### src/rtl/fetch_sequencer.sv
// Program-counter sequencer for the instruction ROM: start, sequential fetch, branch, stall, halt.
// Optional FETCH_CYCLE_COUNT_EN builds a saturating RUN-cycle counter; otherwise CycleCount is tied to 0.
module fetch_sequencer #(
  parameter int AW = 11,
  parameter int CW = 16
) (
  input  logic          Clk,
  input  logic          Reset,
  input  logic          Start,
  input  logic [AW-1:0] StartAddr,
  input  logic          Stall,
  input  logic          BranchEn,
  input  logic [AW-1:0] BranchTarget,
  input  logic          HaltReq,
  output logic [AW-1:0] InstAddress,
  output logic          Running,
  output logic          Done,
  output logic          Fault,
  output logic [CW-1:0] CycleCount,
  output logic [1:0]    state_dbg
);

  typedef enum logic [1:0] {
    IDLE   = 2'd0,
    RUN    = 2'd1,
    HALTED = 2'd2
  } state_t;

  state_t        state, state_nxt;
  logic [AW-1:0] pc, pc_nxt;
  logic [AW:0]   pc_inc;
  logic          load, wrap, count_en;

  // Start is a level sampled at the rising edge; it is accepted only in IDLE or HALTED,
  // and acceptance is the single edge at which the PC loads and the status flips to RUN.
  assign pc_inc = {1'b0, pc} + {{AW{1'b0}}, 1'b1};

  always_comb begin
    state_nxt = state;
    pc_nxt    = pc;
    load      = 1'b0;
    wrap      = 1'b0;
    count_en  = 1'b0;
    case (state)
      IDLE, HALTED: begin
        if (Start) begin
          state_nxt = RUN;
          pc_nxt    = StartAddr;
          load      = 1'b1;
        end
      end
      RUN: begin
        if (HaltReq) begin
          state_nxt = HALTED;
        end else begin
          count_en = 1'b1;
          if (Stall) begin
            pc_nxt = pc;
          end else if (BranchEn) begin
            pc_nxt = BranchTarget;
          end else begin
            pc_nxt = pc_inc[AW-1:0];
            wrap   = pc_inc[AW];
          end
        end
      end
      default: state_nxt = IDLE;
    endcase
  end

  always_ff @(posedge Clk or negedge Reset) begin
    if (!Reset) begin
      state <= IDLE;
      pc    <= '0;
      Fault <= 1'b0;
    end else begin
      state <= state_nxt;
      pc    <= pc_nxt;
      if (load)      Fault <= 1'b0;
      else if (wrap) Fault <= 1'b1;
    end
  end

`ifdef FETCH_CYCLE_COUNT_EN
  logic [CW-1:0] cycle_cnt;

  // The halting edge itself is not counted, so the value frozen in HALTED is the work done.
  always_ff @(posedge Clk or negedge Reset) begin
    if (!Reset) begin
      cycle_cnt <= '0;
    end else if (load) begin
      cycle_cnt <= '0;
    end else if (count_en && (cycle_cnt != {CW{1'b1}})) begin
      cycle_cnt <= cycle_cnt + CW'(1);
    end
  end

  assign CycleCount = cycle_cnt;
`else
  assign CycleCount = '0;
`endif

  assign InstAddress = pc;
  assign Running     = (state == RUN);
  assign Done        = (state == HALTED);
  assign state_dbg   = state;

endmodule

### config.mk
export PLATFORM = sky130hd
export DESIGN_NAME = fetch_sequencer
export DESIGN_NICKNAME = d
export VERILOG_FILES = /design/src/rtl/fetch_sequencer.sv
export SDC_FILE = /design/constraint.sdc
export NUM_CORES = 1
export LEC_CHECK = 0
export ABC_AREA = 1
export BUFFER_PORTS_ARGS = -buffer_cell sky130_fd_sc_hd__buf_2
export CORE_ASPECT_RATIO = 1.4
export CORE_UTILIZATION = 48
export DETAILED_ROUTE_END_ITERATION = 8
export HOLD_SLACK_MARGIN = 0.06
export PLACE_DENSITY = 0.85
export RECOVER_POWER = 25
export SYNTH_ARGS = -nofsm -noshare
export SYNTH_HDL_FRONTEND = slang
export SYNTH_SLANG_ARGS = --single-unit
### constraint.sdc
create_clock -name Clk -period 2.14 [get_ports Clk]
set_clock_uncertainty 0.2 [all_clocks]
set_input_delay 0.214 -clock Clk [delete_from_list [all_inputs] [get_ports Clk]]
set_output_delay 0.214 -clock Clk [all_outputs]
set_load 0.02 [all_outputs]
==> flow_summary.toml <==
[floorplan]
core_region_area_um2 = 2180
die_w_um = 42.8
floorplan.rows = 20
num_io_pins = 60
initial_core_util_pct = 51.3
die_area_um2 = 2520
die_height_um = 59.1

[sta]
totalNegativeSetupSlack_ps = 0
max_freq_ghz = 0.508
final_max_slew_viol_count = 0
timing.slew.headroom_pct = 46.9
finalHoldViolCount = 0
rsz0062_at_grt = "false"
tightestPinTransition_ps = 797
post-route-min-period_ps = 1970
finalSetupViolations = 0
timing.final.crit_share_pct = 92.0

[finish]
fillCellCount = 202
post_layout_instance_area_um2 = 1470
drive_gt1_share_pct = 25.1
regArea_um2 = 350
layout-area-overhead-vs-synth_pct = 31.7
fin_cells = 249
nets = 257
multiInputGateArea_um2 = 614
n_antenna_cell = 0

[clock_network]
cts-htree-levels = 1
tritoncts.num_buffers = 3
clkLatencyLatePin_ps = 290
max-clock-path-buffers = 2
cts_tree = "done"
cts_setup_buffers = 0
clk_pin_slew_worst_paths_ps = 90
clock_tree_root_driver_cell = "sky130_fd_sc_hd__clkbuf_4"
count_of_clock_tree_sinks = 14

[worst_hold_path]
holdCritPathClass = "in2reg"

[synthesis]
ys_warn_count = 0
syn-instance-count = 169
mappedNetlistArea_um2 = 1120
synth.lib_cells_used.distinct = 26
yosysSeqAreaShare_pct = 31.4
synth_area_per_cell_um2 = 6.60
synth-seq-cells = 14

[grt]
grt_first_pass_wirelength_mm = 4.73
routing_usage_on_met3_pct = 2.44
global_route.overflow_total = 0
met1_usage_pct = 29.5
grt.total_usage_pct = 24.7
global_route.peak_usage_layer = "met2"
initial_antenna_violation_count = 0
grt_start_max_net_pins = 21
first_global_vias = 1119
grt_util_met2_pct = 42.4

[run]
drv_cap = 0

[routing]
route.detailed.vias_per_inst = 4.90
drt_first_pass_iters = 4
drt-total-wl_mm = 2.87
routedWlPerCell_um = 11.5
antenna_violating_nets_post_route = 0
via_count = 1220
first_iter_violations = 40
remaining_drc_errors = 0

[pwr]
p_per_area_nw_per_um2 = 1000
vdd.ir_drop.worst_v = 0.000608
leakage_power_total_uw = 0.000788

[critical_path]
end_kind = "register"
worstPathRequired_ps = 2180
worstPathCellList = "dlygate4sd3_1, buf_2, nor2_1, nand2_1, nand2_4, nor2_1, a31oi_1, dlygate4sd3_1"
critical_path.startpoint_type = "input port"
slowest_stage = "sky130_fd_sc_hd__dlygate4sd3_1"
cp_max_fo = 13
critical_path_class = "in2reg"
critPathArrivalTime_ps = 2010
critical_path_s_largest_stage_delay_ps = 560

[run_status]
run_status = "completed"

[placed_design]
post-place-cells = 229
placement.cell_area_um2 = 1270
place.gp.congestion = 0.857
port-buffer-count = 43
place_hpwl_mm = 1.97
[worst max-delay path, delay by kind of cell]
kind | cells | cell delay (ps)
AO/OA/AOI/OAI | 1 | 120
AND/OR/NAND/NOR | 4 | 420
buffers and inverters | 3 | 1250
[cells by family after synthesis]
| kind of cell | count (synthesis) | share of synthesized area (%) |
|---|---|---|
| compound gates | 31 | 14.8 |
| xor+xnor | 1 | 0.785 |
| fa+ha+maj | 1 | 1.12 |
| buf+inv | 37 | 19.1 |
| flops | 14 | 31.4 |
| other cells | 1 | 0.336 |
| simple gates | 84 | 32.5 |
[metrics by stage]
stage | utilization, % | hold WS (ps) | power (uW) | setup WS, ps
finish | 67.5 | 57.3 | 1470 | 170
global route | 67.5 | 106 | 1590 | 37.7
CTS | 67.4 | 60.1 | 1470 | 176
detailed placement | 58.3 | -65.7 | 1240 | 589
global placement | 58.3 | -70.3 | 1220 | 614
floorplan | - | -282 | 1040 | 579
[routing by layer]
metal	vias to the layer above	share of wire, %	wire (um)
li1	624	-	-
met4	0	2.6	74
met2	38	53	1520
met3	6	4.5	128
met1	552	40	1150
met5	-	0	0
[cells in the mapped netlist (all sizes together)]
master   n  share of area, %
o211ai   1              0.67
a21oi   17               7.6
a22o     1              0.78
o22ai    1              0.56
nand3   11               5.4
ha       1               1.1
nand2   37                13
conb     1              0.34
dfrtp   14                31
clkbuf   1              0.34
o21ai    9               4.0
a31oi    2               1.1
nand3b   1              0.67
xor2     1              0.78
inv     16               5.4
nor2    34                13
nand4    1              0.56
buf     20                13
[flip-flops by register name, summed over array words and instances, names as in the netlist]
| signal | count |
|---|---|
| InstAddress | 11 |
| state_dbg | 2 |
| Fault | 1 |
[layout by cell type, fill, tap and decap left out, types with 2 or more instances in the layout]
cell,Yosys,layout
sky130_fd_sc_hd__nand2_1,35,35
sky130_fd_sc_hd__o21ai_1,3,3
sky130_fd_sc_hd__nor2_4,2,2
sky130_fd_sc_hd__clkbuf_4,0,3
sky130_fd_sc_hd__a21oi_1,17,17
sky130_fd_sc_hd__buf_2,2,42
sky130_fd_sc_hd__inv_1,12,12
sky130_fd_sc_hd__dlygate4sd3_1,0,16
sky130_fd_sc_hd__nand3_1,10,10
sky130_fd_sc_hd__o21ai_0,6,6
sky130_fd_sc_hd__conb_1,1,16
sky130_fd_sc_hd__dfrtp_1,14,14
sky130_fd_sc_hd__a31oi_1,2,2
sky130_fd_sc_hd__nor2_1,31,31
sky130_fd_sc_hd__inv_2,4,4
[power by group]
part	internal (uW)	total, uW	switching (uW)
Combinational	280	778	498
Clock	104	203	99.4
Sequential	359	494	134
Total	744	1470	731
[worst paths after layout]
path | from | to | slack (ps) | cells after the start
worst max-delay path | HaltReq | InstAddress[0]$_DFFE_PN0P_ | 170 | 8
max in group asynchronous | Reset | InstAddress[2]$_DFFE_PN0P_ | 920 | 2
worst max register to register | state_dbg[1]$_DFFE_PN0P_ | InstAddress[0]$_DFFE_PN0P_ | 230 | 7
min in group asynchronous | Reset | InstAddress[9]$_DFFE_PN0P_ | 330 | 2
worst min-delay path | StartAddr[3] | InstAddress[3]$_DFFE_PN0P_ | 60 | 3
worst min register to register | Fault$_DFFE_PN0P_ | Fault$_DFFE_PN0P_ | 320 | 2
[timing repair]
action,CTS,global route
setup endpoints to repair,0,1
hold buffers,16,0
hold endpoints to repair,27,0
gates resized for setup,0,1
[layout make-up]
type	instances	share of cell area, %
Multi-Input combinational cell	133	41.8
Timing Repair Buffer	60	26.0
Clock buffer	4	2.47
Inverter	16	4.09
Sequential cell	14	23.8
Tap cell	22	1.87
No activity file was read; power rests on OpenSTA's default activity.
